$ cat src/rtl/drive_arbiter.sv
// Drive arbiter: selects the motion owner (obstacle, manual, tape tracking), sequences
// direction reversals through a zero-drive dead time and generates per-wheel PWM.
module drive_arbiter #(
    parameter int PWM_BITS    = 8,
    parameter int DUTY_FULL   = 230,
    parameter int DUTY_SLOW   = 128,
    parameter int DUTY_REV    = 160,
    parameter int DEAD_CYCLES = 25_000,
    parameter int HOLD_CYCLES = 1_250_000
) (
    input  logic       clk,
    input  logic       rst,
    input  logic [3:0] trk_dir,
    input  logic       obs_stop,
    input  logic       man_req,
    input  logic [3:0] man_dir,
    output logic       pwm_l,
    output logic       pwm_r,
    output logic       dir_l,
    output logic       dir_r,
    output logic [1:0] grant,
    output logic [3:0] active_cmd,
    output logic       busy
);

    localparam logic [3:0] CMD_FWD    = 4'b0000;
    localparam logic [3:0] CMD_VEER_L = 4'b0101;
    localparam logic [3:0] CMD_VEER_R = 4'b1001;
    localparam logic [3:0] CMD_REV    = 4'b0011;
    localparam logic [3:0] CMD_STOP   = 4'b1111;

    localparam logic [1:0] SRC_NONE = 2'b00;
    localparam logic [1:0] SRC_TRK  = 2'b01;
    localparam logic [1:0] SRC_MAN  = 2'b10;
    localparam logic [1:0] SRC_OBS  = 2'b11;

    localparam int DEAD_W = $clog2(DEAD_CYCLES + 1);
    localparam int HOLD_W = $clog2(HOLD_CYCLES + 1);

    localparam logic [PWM_BITS-1:0]   PWM_ZERO  = {PWM_BITS{1'b0}};
    localparam logic [PWM_BITS-1:0]   PWM_ONE   = {{(PWM_BITS-1){1'b0}}, 1'b1};
    localparam logic [PWM_BITS-1:0]   PWM_MAX   = {PWM_BITS{1'b1}};
    localparam logic [DEAD_W-1:0]     DEAD_ZERO = {DEAD_W{1'b0}};
    localparam logic [DEAD_W-1:0]     DEAD_ONE  = {{(DEAD_W-1){1'b0}}, 1'b1};
    localparam logic [DEAD_W-1:0]     DEAD_LOAD = DEAD_W'(DEAD_CYCLES - 1);
    localparam logic [HOLD_W-1:0]     HOLD_ZERO = {HOLD_W{1'b0}};
    localparam logic [HOLD_W-1:0]     HOLD_ONE  = {{(HOLD_W-1){1'b0}}, 1'b1};
    localparam logic [HOLD_W-1:0]     HOLD_LOAD = HOLD_W'(HOLD_CYCLES);

    typedef enum logic [1:0] {
        S_STOP = 2'b00,
        S_RUN  = 2'b01,
        S_DEAD = 2'b10
    } state_t;

    function automatic logic [3:0] norm_cmd(input logic [3:0] cmd);
        case (cmd)
            CMD_FWD, CMD_VEER_L, CMD_VEER_R, CMD_REV, CMD_STOP: norm_cmd = cmd;
            default:                                            norm_cmd = CMD_STOP;
        endcase
    endfunction

    // Packed {left, right} duty for a normalised command.
    function automatic logic [2*PWM_BITS-1:0] cmd_duty(input logic [3:0] cmd);
        case (cmd)
            CMD_FWD:    cmd_duty = {PWM_BITS'(DUTY_FULL), PWM_BITS'(DUTY_FULL)};
            CMD_VEER_L: cmd_duty = {PWM_BITS'(DUTY_SLOW), PWM_BITS'(DUTY_FULL)};
            CMD_VEER_R: cmd_duty = {PWM_BITS'(DUTY_FULL), PWM_BITS'(DUTY_SLOW)};
            CMD_REV:    cmd_duty = {PWM_BITS'(DUTY_REV),  PWM_BITS'(DUTY_REV)};
            default:    cmd_duty = {PWM_ZERO, PWM_ZERO};
        endcase
    endfunction

    state_t                state_r, state_nx_s;
    logic [PWM_BITS-1:0]   pwm_cnt_r, duty_l_r, duty_r_r;
    logic [DEAD_W-1:0]     dead_cnt_r;
    logic [HOLD_W-1:0]     hold_cnt_r;
    logic                  pwm_l_r, pwm_r_r, dir_l_r, dir_r_r, busy_r;
    logic [1:0]            grant_r;
    logic [3:0]            active_cmd_r;

    logic [3:0]            req_cmd_s;
    logic [1:0]            req_src_s;
    logic                  differ_s, blocked_s, accept_s;
    logic                  req_stop_s, req_fwd_s, flip_s, act_fwd_s, wrap_s;
    logic                  enter_dead_s, exit_dead_s, zero_now_s;
    logic [2*PWM_BITS-1:0] act_duty_s;

    // Fixed-priority request selection.
    always_comb begin
        req_cmd_s = CMD_STOP;
        req_src_s = SRC_OBS;
        if (obs_stop) begin
            req_cmd_s = CMD_STOP;
            req_src_s = SRC_OBS;
        end else if (man_req) begin
            req_cmd_s = norm_cmd(man_dir);
            req_src_s = SRC_MAN;
        end else begin
            req_cmd_s = norm_cmd(trk_dir);
            req_src_s = SRC_TRK;
        end
    end

    assign differ_s   = (req_cmd_s != active_cmd_r) || (req_src_s != grant_r);
    assign blocked_s  = ((state_r == S_DEAD) && (req_src_s != SRC_OBS)) ||
                        ((req_src_s == SRC_TRK) && (hold_cnt_r != HOLD_ZERO));
    assign accept_s   = differ_s && !blocked_s;
    assign req_stop_s = (req_cmd_s == CMD_STOP);
    assign req_fwd_s  = (req_cmd_s != CMD_REV);
    assign flip_s     = !req_stop_s && ((dir_l_r != req_fwd_s) || (dir_r_r != req_fwd_s));
    assign act_fwd_s  = (active_cmd_r != CMD_REV);
    assign act_duty_s = cmd_duty(active_cmd_r);
    assign wrap_s     = (pwm_cnt_r == PWM_MAX);

    // State register.
    always_ff @(posedge clk or posedge rst) begin
        if (rst) begin
            state_r <= S_STOP;
        end else begin
            state_r <= state_nx_s;
        end
    end

    // Next state plus the strobes that steer the datapath.
    always_comb begin
        state_nx_s   = state_r;
        enter_dead_s = 1'b0;
        exit_dead_s  = 1'b0;
        zero_now_s   = 1'b0;
        case (state_r)
            S_STOP, S_RUN: begin
                if (!accept_s) begin
                    state_nx_s = state_r;
                end else if (req_stop_s) begin
                    state_nx_s = S_STOP;
                    zero_now_s = 1'b1;
                end else if (flip_s) begin
                    state_nx_s   = S_DEAD;
                    enter_dead_s = 1'b1;
                    zero_now_s   = 1'b1;
                end else begin
                    state_nx_s = S_RUN;
                end
            end
            S_DEAD: begin
                // Only the obstacle source can be accepted here, and it always means STOP.
                if (accept_s) begin
                    state_nx_s = S_STOP;
                    zero_now_s = 1'b1;
                end else if (dead_cnt_r == DEAD_ZERO) begin
                    state_nx_s  = S_RUN;
                    exit_dead_s = 1'b1;
                end else begin
                    state_nx_s = S_DEAD;
                end
            end
            default: begin
                state_nx_s = S_STOP;
                zero_now_s = 1'b1;
            end
        endcase
    end

    // Ownership, hold timer, dead-time counter and busy flag.
    always_ff @(posedge clk or posedge rst) begin
        if (rst) begin
            grant_r      <= SRC_NONE;
            active_cmd_r <= CMD_STOP;
            hold_cnt_r   <= HOLD_ZERO;
            dead_cnt_r   <= DEAD_ZERO;
            busy_r       <= 1'b0;
        end else begin
            if (accept_s) begin
                grant_r      <= req_src_s;
                active_cmd_r <= req_cmd_s;
                hold_cnt_r   <= (req_src_s == SRC_TRK) ? HOLD_LOAD : HOLD_ZERO;
            end else if (hold_cnt_r != HOLD_ZERO) begin
                hold_cnt_r <= hold_cnt_r - HOLD_ONE;
            end
            if (enter_dead_s) begin
                dead_cnt_r <= DEAD_LOAD;
            end else if ((state_r == S_DEAD) && (dead_cnt_r != DEAD_ZERO)) begin
                dead_cnt_r <= dead_cnt_r - DEAD_ONE;
            end else begin
                dead_cnt_r <= DEAD_ZERO;
            end
            busy_r <= (state_nx_s == S_DEAD);
        end
    end

    // PWM counter, duties (loaded only at wrap or dead-time exit) and wheel outputs.
    always_ff @(posedge clk or posedge rst) begin
        if (rst) begin
            pwm_cnt_r <= PWM_ZERO;
            duty_l_r  <= PWM_ZERO;
            duty_r_r  <= PWM_ZERO;
            pwm_l_r   <= 1'b0;
            pwm_r_r   <= 1'b0;
            dir_l_r   <= 1'b1;
            dir_r_r   <= 1'b1;
        end else begin
            pwm_cnt_r <= exit_dead_s ? PWM_ZERO : (pwm_cnt_r + PWM_ONE);
            if (zero_now_s) begin
                duty_l_r <= PWM_ZERO;
                duty_r_r <= PWM_ZERO;
            end else if (exit_dead_s || ((state_r == S_RUN) && wrap_s)) begin
                {duty_l_r, duty_r_r} <= act_duty_s;
            end
            if (zero_now_s) begin
                pwm_l_r <= 1'b0;
                pwm_r_r <= 1'b0;
            end else begin
                pwm_l_r <= (pwm_cnt_r < duty_l_r);
                pwm_r_r <= (pwm_cnt_r < duty_r_r);
            end
            if (exit_dead_s) begin
                dir_l_r <= act_fwd_s;
                dir_r_r <= act_fwd_s;
            end
        end
    end

    assign pwm_l      = pwm_l_r;
    assign pwm_r      = pwm_r_r;
    assign dir_l      = dir_l_r;
    assign dir_r      = dir_r_r;
    assign grant      = grant_r;
    assign active_cmd = active_cmd_r;
    assign busy       = busy_r;

endmodule

$ cat config.mk
export PLATFORM = sky130hd
export DESIGN_NAME = drive_arbiter
export DESIGN_NICKNAME = d
export VERILOG_FILES = /design/src/rtl/drive_arbiter.sv
export SDC_FILE = /design/constraint.sdc
export NUM_CORES = 1
export LEC_CHECK = 0
export ABC_AREA = 1
export BUFFER_PORTS_ARGS = -buffer_cell sky130_fd_sc_hd__buf_2
export CAP_MARGIN = 30
export CORE_UTILIZATION = 40
export CTS_BUF_LIST = sky130_fd_sc_hd__clkbuf_8
export CTS_CLUSTER_DIAMETER = 50
export CTS_CLUSTER_SIZE = 20
export DETAILED_ROUTE_END_ITERATION = 7
export GPL_TIMING_DRIVEN = 0
export PLACE_DENSITY_LB_ADDON = 0.08
export SETUP_SLACK_MARGIN = 0.05
export SKIP_CTS_REPAIR_TIMING = 1
export SYNTH_ARGS = -nofsm -noshare
export SYNTH_HDL_FRONTEND = slang
export SYNTH_SLANG_ARGS = --single-unit
$ cat constraint.sdc
create_clock -name clk -period 2.3 [get_ports clk]
set_clock_uncertainty 0.15 [all_clocks]
set_input_delay 0.345 -clock clk [delete_from_list [all_inputs] [get_ports clk]]
set_output_delay 0.345 -clock clk [all_outputs]
set_load 0.005 [all_outputs]
-- Word-level counts from Yosys, hierarchy flattened
Cells that the tools add are included.
- register bits: 72
- output and inout port bits: 11
- logic and storage cells: 99
- add/sub/neg operators: 3
- order comparisons: 2
- equal/unequal tests: 23
- multiplexer cells: 36
- reduce and logical (&&, ||, !) cells: 23
- operators with widths (operator ; number):
    $pmux W16 S4 ; 1
    $mux W21 ; 3
    $mux W8 ; 5
    $mux W15 ; 2
    $eq A4 B4 Y1 const B ; 6
    $reduce_bool A21 Y1 ; 1
    $sub A21 B1 Y21 const B ; 1
    $lt A8 B8 Y1 ; 2
    $mux W4 ; 4
    $logic_not A15 Y1 ; 1
    $reduce_bool A15 Y1 ; 1
    $sub A15 B1 Y15 const B ; 1
    $mux W2 ; 7
    $eq A4 B2 Y1 const B ; 3
    $eq A4 B3 Y1 const B ; 3
    $logic_not A4 Y1 ; 3
    $mux W1 ; 12
    $reduce_or A5 Y1 ; 2
    $add A8 B1 Y8 const B ; 1
    $eq A8 B8 Y1 const B ; 1
    $ne A4 B2 Y1 const B ; 2
    $logic_and A1 B1 Y1 ; 6
    $eq A2 B1 Y1 const B ; 2
    $eq A2 B2 Y1 const B ; 2
    11 further kinds ; 15

-- Logic depth before layout (Yosys ltp)
Gate-level depths: netlist of run 1.
- depth in word-level cells: 13
- depth in mapped cells: 17
- depth with buffers taken out: 17

-- Worst setup path before layout of run 1
No wires, ideal clock.
- path type: reg-to-reg
- from: reg hold_cnt_r[0]
- to: reg hold_cnt_r[8]
- setup time: 0.131 ns
- arrival time: 1.911 ns
- data required time: 2.019 ns
- setup slack: 0.109 ns
- cell stages (with the launch flop): 10
- path buffers: 1
- period minus slack after synthesis: 2.191 ns
- cells stage by stage: dfrtp_1 > inv_1 > ha_1 > nand2_1 > nor2_2 > nand4_2 > a22oi_4 > a21boi_4 > buf_4 > a211oi_1
- cells in the longest elaborated chain, start to end: 6
- elaborated cells between the ends (all ways): 9
- ends and longest elaborated chain (item ; RTL line ; source):
    start: declaration ; 77 ; logic [HOLD_W-1:0] hold_cnt_r;
    start signal: assignment ; 177 ; hold_cnt_r <= (req_src_s == SRC_TRK) ? HOLD_LOAD : HOLD_ZERO;
    start signal: assignment ; 179 ; hold_cnt_r <= hold_cnt_r - HOLD_ONE;
    parallel branches: the longest is 6 deep, another holds $sub A21 B1 Y21 ; n/a ;
Parallel ways; which one is timed is not known. The select of a mux whose other input is x is not followed.
A chain may end at the register's enable or synchronous reset.

-- Worst setup path in the final report of run 1
- from: reg dead_cnt_r[0]
- to: reg duty_l_r[5]
- cells in the longest elaborated chain, start to end: 6
- ends and longest elaborated chain (item ; RTL line ; source):
    start: declaration ; 76 ; logic [DEAD_W-1:0] dead_cnt_r;
    start signal: assignment ; 184 ; dead_cnt_r <= dead_cnt_r - DEAD_ONE;
    $logic_not A15 Y1 ; 151 ; end else if (dead_cnt_r == DEAD_ZERO) begin
    $mux W1 ; 151 ;
    $mux W1 ; 148 ; if (accept_s) begin
    $mux W1 ; 131 ; case (state_r)
    $logic_or A1 B1 Y1 ; 207 ; end else if (exit_dead_s || ((state_r == S_RUN) && wrap_s)) begin
    $reduce_bool A2 Y1 (no source line) ; n/a ;
    end signal: assignment ; 208 ; {duty_l_r, duty_r_r} <= act_duty_s;
    end: declaration ; 75 ; logic [PWM_BITS-1:0] pwm_cnt_r, duty_l_r, duty_r_r;
Every way passes these cells.

==> flow_metrics.py, run 1 <==
metrics = {
    "clocking": {
        "cts_tree": "yes",
        "cts-buffers-inserted": 9,
        "clock_sinks": 61,
        "clk_path_buf_depth": 2,
        "cts_root_buf": "clkbuf_8",
        "clk_latency_ns": 0.34,
        "h-tree-depth": 3,
        "clkSlewWorstSetupHoldPaths_ns": 0.07,
    },
    "global_route": {
        "grt_use_total": 0.1836,
        "grt_max_degree": 36,
        "grt_pass1_wl_um": 13010,
        "globalRouteOverflowTotal": 0,
        "grt_pass1_vias": 2871,
        "antenna_found_initial": 0,
    },
    "min_path": {
        "hold_path_depth": 4,
        "holdPathEnd": "hold_cnt_r[17]$_DFFE_PP0P_",
        "hp-start": "obs_stop",
        "holdCritPathClass": "in -> reg",
    },
    "floorplan": {
        "start_util": 0.4102,
        "row_count": 34,
        "dieArea_um2": 9280,
        "num_io_pins": 23,
        "core_um2": 8678,
        "die_h_um": 96.34,
        "die_width_um": 96.34,
    },
    "worst_setup_path": {
        "cp.arrival_ns": 2.35,
        "path_class": "reg -> reg",
        "worst_r2r_path_depth": 12,
        "worst_path_max_delay_cell": "dfrtp_1",
        "start_kind": "register",
        "r2r_start": "dead_cnt_r[0]$_DFF_PP0_",
        "endpoint_kind": "register",
        "rrSetupSlack_ns": 0.03,
        "r2r-end": "duty_l_r[5]$_DFFE_PP0P_",
        "cp.required_ns": 2.38,
        "crit_path_max_incr_delay_ns": 0.41,
        "crit_chain": "inv_2, ha_4, nand3_4, nor2_4, nand2_4, nor3_4, nand3_2, nor3_4, nand2_4, buf_8, a21oi_1, nor2_1",
        "critPathBufInv": 2,
        "crit_fanout": 8,
        "crit_cells": 12,
        "cp_top_family": "simple AND/OR/NAND/NOR gates",
    },
    "sta": {
        "fmax_mhz": 441.3,
        "rsz0062_at_grt": "true",
        "worst_pin_slew_ns": 0.6037,
        "fin_crit_sh": 0.9852,
        "whs_ns": 0.2582,
        "slew_viol_final": 0,
        "fin_crit_ns": 2.266,
        "setup_viol": 0,
        "fin_ws_ns": 0.03398,
        "final.setup.tns_ns": 0,
        "slew_headroom": 0.5969,
        "finalHoldViolations": 0,
    },
    "detailed_routing": {
        "num_vias": 3117,
        "first_pass_iters": 4,
        "drt-initial-drc-count": 110,
        "drcViolationCount": 0,
        "wirelength_um": 8069,
        "ant_nets": 0,
        "vias_per_cell": 4.870,
        "drt-wirelength-per-cell_um": 12.61,
    },
    "pwr": {
        "power_density_nw_per_um2": 1301,
        "power.leakage_uw": 0.002293,
        "power.ir.vdd_worst_mv": 0.4922,
    },
    "placement": {
        "place_inst": 591,
        "pre_cts_ws_ns": -0.3342,
        "place_hpwl_um": 5502,
        "port_buffers": 22,
        "place.gp.congestion": 0.7865,
    },
    "final_layout": {
        "fin_nets": 550,
        "fillers": 840,
        "area_growth_pct": 25.66,
        "seq_area_um2": 1533,
        "final_cell_mix": "76 x nand2_1, 71 x nor2_1, 57 x inv_1, 56 x dfrtp_1, 32 x buf_4",
        "drive_above_1_share": 0.2444,
        "fin_cells": 640,
        "multi_input_area_um2": 1917,
        "diodes": 0,
        "final_common_cell": "nand2_1",
    },
    "logic_synthesis": {
        "synth_cell_types": 39,
        "synth_area_per_cell_um2": 7.738,
        "synth_seq_cells": 61,
        "yosys_warnings": 0,
        "synth_area_um2": 3560,
        "yosysSeqAreaShare": 0.4306,
        "synthCells": 460,
        "syn_nets": 482,
    },
    "run_status": {
        "outcome": "finished clean",
    },
    "run": {
        "drv_cap": 0,
    },
}
==> flip-flops by register name, indices dropped and copies added (netlist names) <==
signal,count
pwm_r,1
active_cmd,4
busy,1
grant,2
pwm_cnt_r,8
hold_cnt_r,21
state_r,2
pwm_l,1
dead_cnt_r,15
duty_l_r,2
duty_r_r,3
dir_l,1
==> routing by layer <==
| layer | vias up | global-route usage | routed length [µm] |
|---|---|---|---|
| met5 | - | 0 | 0 |
| met3 | 9 | 0.02923 | 181 |
| li1 | 1633 | - | - |
| met1 | 1437 | 0.2371 | 3885 |
| met2 | 38 | 0.3002 | 3887 |
| met4 | 0 | 0.08578 | 115 |
==> tightest hold or removal path, stage by stage <==
cell and delay [ns]:
buf_2 0.11, nor2_4 0.07, nand2_8 0.11, a21oi_2 0.06
==> final cells by class <==
type,count,area share
Buffer,5,0.01119
Clock buffer,9,0.02769
Clock inverter,6,0.01259
Inverter,63,0.05287
Multi-Input combinational cell,331,0.4285
Sequential cell,61,0.3427
Tap cell,108,0.03021
Timing Repair Buffer,57,0.09427
==> synthesized netlist by cell type <==
master | number | area, µm²
a211oi_1 | 3 | 22.52
a21boi_0 | 2 | 15.01
a21boi_4 | 1 | 18.77
a21o_1 | 1 | 7.510
a21oi_1 | 31 | 155.2
a22oi_4 | 1 | 21.27
and3_1 | 1 | 6.260
and3b_1 | 1 | 8.760
buf_4 | 3 | 22.52
buf_6 | 1 | 11.26
clkbuf_1 | 1 | 3.750
dfrtp_1 | 56 | 1401
dfstp_2 | 5 | 131.4
ha_1 | 10 | 125.1
inv_1 | 61 | 229.0
inv_2 | 2 | 7.510
nand2_1 | 82 | 307.8
nand2_2 | 1 | 6.260
nand2_4 | 3 | 33.78
nand3_1 | 27 | 135.1
nand3b_1 | 1 | 7.510
nand4_1 | 8 | 50.05
nand4_2 | 1 | 12.51
nor2_1 | 75 | 281.5
nor2_2 | 3 | 18.77
nor2_4 | 1 | 11.26
nor3_1 | 15 | 75.07
nor3_2 | 5 | 50.05
nor3b_1 | 2 | 15.01
nor4_1 | 1 | 6.260
o21a_1 | 4 | 30.03
o21ai_0 | 23 | 115.1
o21ai_1 | 4 | 20.02
o31ai_1 | 3 | 22.52
o41ai_1 | 1 | 8.760
or2_1 | 2 | 12.51
or2_2 | 2 | 12.51
xnor2_1 | 6 | 52.55
xor2_1 | 10 | 87.58
==> worst max path at each step <==
stage | from | end | slack [ns]
after global routing | dead_cnt_r[0]$_DFF_PP0_ | duty_l_r[5]$_DFFE_PP0P_ | -0.16
after detailed placement | hold_cnt_r[0]$_DFFE_PP0P_ | busy$_DFF_PP0_ | -0.33
after global placement | rst | hold_cnt_r[8]$_DFFE_PP0P_ | -0.66
after floorplan | hold_cnt_r[0]$_DFFE_PP0P_ | hold_cnt_r[8]$_DFFE_PP0P_ | 0.11
final | dead_cnt_r[0]$_DFF_PP0_ | duty_l_r[5]$_DFFE_PP0P_ | 0.03
after CTS | hold_cnt_r[0]$_DFFE_PP0P_ | busy$_DFF_PP0_ | -0.37
==> report_power, final <==
part	internal, µW	total (µW)	leakage, µW	switching (µW)
sequential	1450	1810	0.000789	362
combinational	1430	3100	0.00141	1670
clock	484	910	0.0000960	426
==> logic make-up (layout without fill, tap and decap cells) <==
group | count (synthesis) | count (layout) | synth area share
flip-flops | 61 | 61 | 0.4306
adder cells (fa/ha/maj) | 10 | 10 | 0.03515
AO/OA/AOI/OAI | 74 | 74 | 0.1227
XOR/XNOR | 16 | 16 | 0.03937
buffers and inverters | 68 | 140 | 0.07698
AND/OR/NAND/NOR | 231 | 231 | 0.2953
==> stage by stage <==
stage / area (µm²) / total power [µW] / utilization
finish: 4473 / 5818 / 0.5154
global route: 4473 / 6395 / 0.5154
CTS: 4005 / 5043 / 0.4615
detailed placement: 3825 / 4103 / 0.4407
global placement: 3805 / 4045 / 0.4384
floorplan: 3560 / 3548 / -
(Power assumes the default switching activity.)
==> run 2, diff against run 1 <==
clock period = 2.7 ns   (was 2.3 ns; I/O delays follow)
==> flow_metrics.py, run 2 (synthesized netlist as in run 1, its figures left out) <==
metrics = {
    "detailed_routing": {
        "num_vias": 2955,
        "wirelength_um": 7526,
        "drt-initial-drc-count": 104,
        "vias_per_cell": 4.836,
        "first_pass_iters": 4,
        "drt-wirelength-per-cell_um": 12.32,
        "ant_nets": 0,
        "drcViolationCount": 0,
    },
    "global_route": {
        "grt_pass1_wl_um": 13010,
        "top_usage_layer": "met2",
        "grt_max_degree": 36,
        "globalRouteOverflowTotal": 0,
        "gr-usage-met1": 0.2371,
        "grt_pass1_vias": 2871,
        "grtUsageMet2": 0.3002,
        "grt_use_total": 0.1836,
        "use_met3": 0.02923,
        "antenna_found_initial": 0,
    },
    "final_layout": {
        "diodes": 0,
        "top_regs": "hold_cnt_r x21, dead_cnt_r x15, pwm_cnt_r x8",
        "multi_input_area_um2": 1780,
        "fillers": 886,
        "fin_area_um2": 4070,
        "regMostFlops": "hold_cnt_r",
        "fin_nets": 521,
        "final_cell_mix": "81 x nand2_1, 74 x nor2_1, 61 x inv_1, 56 x dfrtp_1, 31 x a21oi_1",
        "drive_above_1_share": 0.1491,
        "seq_area_um2": 1533,
        "final_common_cell": "nand2_1",
        "area_growth_pct": 14.34,
        "largest_reg_flops": 21,
    },
    "sta": {
        "setup_viol": 0,
        "finalHoldViolations": 17,
        "worst_pin_slew_ns": 0.6117,
        "fmax_mhz": 405.8,
        "final.setup.tns_ns": 0,
        "whs_ns": -0.02269,
        "slew_viol_final": 0,
        "rsz0062_at_grt": "false",
        "slew_headroom": 0.5916,
        "fin_crit_ns": 2.464,
        "fin_crit_sh": 0.9128,
    },
    "clocking": {
        "clkSlewWorstSetupHoldPaths_ns": 0.08,
        "clk_latency_ns": 0.34,
        "clock_sinks": 61,
        "cts_tree": "yes",
        "cts_root_buf": "clkbuf_8",
        "h-tree-depth": 3,
        "clk_path_buf_depth": 2,
        "cts-buffers-inserted": 9,
    },
    "worst_setup_path": {
        "r2r-end": "busy$_DFF_PP0_",
        "crit_path_max_incr_delay_ns": 0.39,
        "endpoint_kind": "register",
        "cp.required_ns": 2.78,
        "cp.arrival_ns": 2.55,
        "worst_path_max_delay_cell": "dfrtp_1",
        "rrSetupSlack_ns": 0.24,
        "critPathBufInv": 1,
        "crit_fanout": 10,
        "path_class": "reg -> reg",
        "cp_top_family": "compound AO/OA/AOI/OAI gates",
        "start_kind": "register",
        "crit_chain": "inv_1, ha_1, nand2_1, nor2_4, nand4_2, a22oi_4, a21boi_4, nand2_2, o21ai_0",
        "crit_cells": 9,
        "worst_r2r_path_depth": 9,
        "r2r_start": "hold_cnt_r[0]$_DFFE_PP0P_",
    },
    "pwr": {
        "power.leakage_uw": 0.002119,
        "power_uw": 4337,
        "p_int_uw": 2459,
        "power.ir.vdd_worst_mv": 0.3707,
        "swShare": 0.4330,
        "combinationalPowerShare": 0.469,
        "power_frac_seq": 0.352,
        "switchingPower_uw": 1878,
        "power_density_nw_per_um2": 1066,
        "p_clk_frac": 0.179,
    },
    "floorplan": {
        "die_h_um": 96.34,
        "dieArea_um2": 9280,
        "die_width_um": 96.34,
        "start_util": 0.4102,
        "num_io_pins": 23,
        "core_um2": 8678,
        "row_count": 34,
    },
    "run_status": {
        "violations": "negative hold slack",
        "outcome": "complete, but fails checks",
    },
    "run": {
        "drv_cap": 0,
    },
    "min_path": {
        "holdCritPathClass": "in -> async",
    },
    "placement": {
        "place_hpwl_um": 5502,
        "port_buffers": 22,
        "place.gp.congestion": 0.7865,
        "place_area_um2": 3825,
    },
}
[run 2: cell types whose count changed in the layout (fill, tap and decap cells not counted), sizes merged]
cell	previous run	this run
buf	59	32
clkbuf	11	10
dlygate4sd3	1	0
[run 2: routing by layer]
metal  routed length [µm]  up-vias
li1                     -     1578
met2                 3479       23
met1                 3776     1344
met4                  130        0
met5                    0        -
met3                  140       10
[run 2: worst reg2reg max path: stages (launching register included)]
cell and delay, ns:
dfrtp_1 0.39, inv_1 0.12, ha_1 0.22, nand2_1 0.12, nor2_4 0.18, nand4_2 0.19, a22oi_4 0.27, a21boi_4 0.36
nand2_2 0.21, o21ai_0 0.15
[run 2: area by class of cell]
class / instances / area share
clock inverter: 6 / 0.01383
clock buffer: 9 / 0.03043
sequential: 61 / 0.3766
multi-input combinational: 331 / 0.4374
timing repair buffer: 28 / 0.04119
inverter: 63 / 0.05810
buffer: 5 / 0.009222
tap: 108 / 0.03320
[run 2: how the worst max path moves through the flow]
stage	startpoint	end	slack, ns
after global placement	rst	hold_cnt_r[8]$_DFFE_PP0P_	-0.32
after detailed placement	hold_cnt_r[0]$_DFFE_PP0P_	busy$_DFF_PP0_	0.07
after global routing	hold_cnt_r[0]$_DFFE_PP0P_	busy$_DFF_PP0_	0.04
after CTS	hold_cnt_r[0]$_DFFE_PP0P_	busy$_DFF_PP0_	0.03
after floorplan	hold_cnt_r[0]$_DFFE_PP0P_	hold_cnt_r[8]$_DFFE_PP0P_	0.51
final	hold_cnt_r[0]$_DFFE_PP0P_	busy$_DFF_PP0_	0.24
[run 2: power groups by stage]
stage	Clock (µW)	Sequential, µW	Combinational, µW
2_1_floorplan	0	1480	1540
3_3_place_gp	0	1540	1910
3_5_place_dp	0	1540	1960
4_1_cts	805	1530	1970
5_1_grt	852	1590	2380
6_report	776	1530	2030
[run 2: metrics by stage]
| step | worst slack [ns] | instances | hold slack, ns | utilization |
|---|---|---|---|---|
| after detailed placement | 0.06583 | 591 | 0.3108 | 0.4407 |
| after floorplan | 0.5089 | 460 | 0.2829 | - |
| after global routing | 0.04173 | 611 | 0.03854 | 0.4690 |
| after CTS | 0.03212 | 606 | -0.003232 | 0.4615 |
| after global placement | -0.3188 | 590 | 0.3010 | 0.4384 |
| final | 0.2355 | 611 | -0.02269 | 0.4690 |
==> run 3, diff against run 2 <==
CELL_PAD_IN_SITES_DETAIL_PLACEMENT = 2   (was default)
CELL_PAD_IN_SITES_GLOBAL_PLACEMENT = 2   (was default)
CORE_UTILIZATION = 37   (was 40)
MAX_ROUTING_LAYER = met4   (was default)
clock period = 2.4 ns   (was 2.7 ns; I/O delays follow)
==> flow_metrics.py, run 3 (synthesized netlist as in run 1, its figures left out) <==
metrics = {
    "run_status": {
        "outcome": "complete, but fails checks",
        "violations": "negative setup slack",
    },
    "placement": {
        "place_hpwl_um": 7436,
        "port_buffers": 22,
        "place_area_um2": 3851,
        "place.gp.congestion": 0.8184,
    },
    "floorplan": {
        "die_width_um": 100.1,
        "dieArea_um2": 10020,
        "die_h_um": 100.1,
        "start_util": 0.3834,
        "core_um2": 9284,
        "row_count": 35,
        "num_io_pins": 23,
    },
    "final_layout": {
        "top_regs": "hold_cnt_r x21, dead_cnt_r x15, pwm_cnt_r x8",
        "fin_area_um2": 4399,
        "final_cell_mix": "77 x nand2_1, 72 x nor2_1, 57 x inv_1, 56 x dfrtp_1, 26 x buf_4",
        "area_growth_pct": 23.59,
        "regMostFlops": "hold_cnt_r",
        "drive_above_1_share": 0.2233,
        "fin_nets": 542,
        "final_common_cell": "nand2_1",
        "largest_reg_flops": 21,
        "diodes": 0,
    },
    "sta": {
        "setup_viol": 11,
        "worst_pin_slew_ns": 0.6698,
        "finalHoldViolations": 0,
        "fin_crit_ns": 2.464,
        "fin_ws_ns": -0.06419,
        "rsz0062_at_grt": "true",
        "fmax_mhz": 405.8,
        "slew_viol_final": 0,
        "slew_headroom": 0.5528,
        "fin_crit_sh": 1.027,
    },
    "pwr": {
        "power_density_nw_per_um2": 1334,
        "power.ir.vdd_worst_mv": 0.6376,
        "power_uw": 5867,
        "power.leakage_uw": 0.002263,
    },
    "clocking": {
        "cts-buffers-inserted": 9,
        "cts_root_buf": "clkbuf_8",
        "clock_sinks": 61,
        "clk_latency_ns": 0.35,
        "clk_path_buf_depth": 2,
        "cts_tree": "yes",
        "h-tree-depth": 3,
        "clkSlewWorstSetupHoldPaths_ns": 0.08,
    },
    "global_route": {
        "grt_pass1_vias": 3445,
        "globalRouteOverflowTotal": 0,
        "grt_use_total": 0.2202,
        "antenna_found_initial": 0,
        "grt_max_degree": 38,
        "grt_pass1_wl_um": 16670,
    },
    "detailed_routing": {
        "drcViolationCount": 0,
        "vias_per_cell": 5.303,
        "num_vias": 3463,
        "drt-wirelength-per-cell_um": 20.43,
        "drt-initial-drc-count": 130,
        "ant_nets": 0,
        "first_pass_iters": 4,
        "wirelength_um": 13340,
    },
    "worst_setup_path": {
        "endpoint_kind": "register",
        "path_class": "reg -> reg",
        "start_kind": "register",
        "cp.arrival_ns": 2.58,
        "cp.required_ns": 2.51,
        "crit_fanout": 5,
    },
    "min_path": {
        "holdCritPathClass": "in -> reg",
    },
    "run": {
        "drv_cap": 0,
    },
}
-- run 3: stage by stage --
| stage | setup WS [ns] | setup TNS (ns) | hold WS [ns] | utilization | cells |
|---|---|---|---|---|---|
| after floorplan | 0.2089 | 0 | 0.2829 | - | 460 |
| after global placement | -0.5566 | -40.12 | 0.3000 | 0.4127 | 611 |
| after detailed placement | -0.4006 | -13.93 | 0.3181 | 0.4148 | 612 |
| after CTS | -0.4093 | -14.66 | -0.04475 | 0.4337 | 627 |
| after global routing | -0.1935 | -2.371 | 0.3191 | 0.4739 | 653 |
| final | -0.06419 | -0.3390 | 0.3096 | 0.4739 | 653 |
-- run 3: cell type report --
cell class / instances / area (µm²)
sequential: 61 / 1533
tap: 129 / 161.4
clock buffer: 11 / 151.4
fill: 1054 / 4885
inverter: 63 / 236.5
multi-input combinational: 331 / 1902
clock inverter: 4 / 23.77
timing repair buffer: 49 / 345.3
buffer: 5 / 46.29
-- run 3: critical path, cell delays in order (launching register included) --
cell,delay (ns)
dfrtp_1,0.41
inv_2,0.11
ha_2,0.23
nand2_2,0.09
nor2_4,0.17
nand4_4,0.17
a22oi_4,0.29
a21boi_4,0.26
buf_4,0.16
buf_4,0.13
nor3_4,0.06
nor2_1,0.15
-- run 3: metal layers --
| metal | wire, µm | share of wire | vias to the layer above | GRT usage |
|---|---|---|---|---|
| li1 | - | - | 1614 | - |
| met1 | 5771 | 0.43 | 1778 | 0.2736 |
| met2 | 6983 | 0.52 | 50 | 0.3740 |
| met3 | 343 | 0.026 | 21 | 0.03760 |
| met4 | 244 | 0.018 | 0 | 0.05463 |
| met5 | 0 | 0 | - | - |
-- run 3: worst paths after layout --
path / startpoint / end / slack [ns] / cells after the start
setup / recovery: hold_cnt_r[0]$_DFFE_PP0P_ / pwm_cnt_r[7]$_DFF_PP0_ / -0.06 / 11
setup reg to reg: hold_cnt_r[0]$_DFFE_PP0P_ / pwm_cnt_r[7]$_DFF_PP0_ / -0.06 / 11
hold / removal: obs_stop / hold_cnt_r[12]$_DFFE_PP0P_ / 0.31 / 4
hold reg to reg: hold_cnt_r[8]$_DFFE_PP0P_ / hold_cnt_r[8]$_DFFE_PP0P_ / 0.36 / 1
max in group asynchronous: rst / active_cmd[1]$_DFFE_PP1P_ / 0.86 / 4
min in group asynchronous: rst / pwm_cnt_r[6]$_DFF_PP0_ / 0.51 / 3
-- run 3: where the power goes --
group	switching, µW	internal, µW	total (µW)
Combinational	1960	1220	3180
Clock	467	423	889
Sequential	413	1390	1800
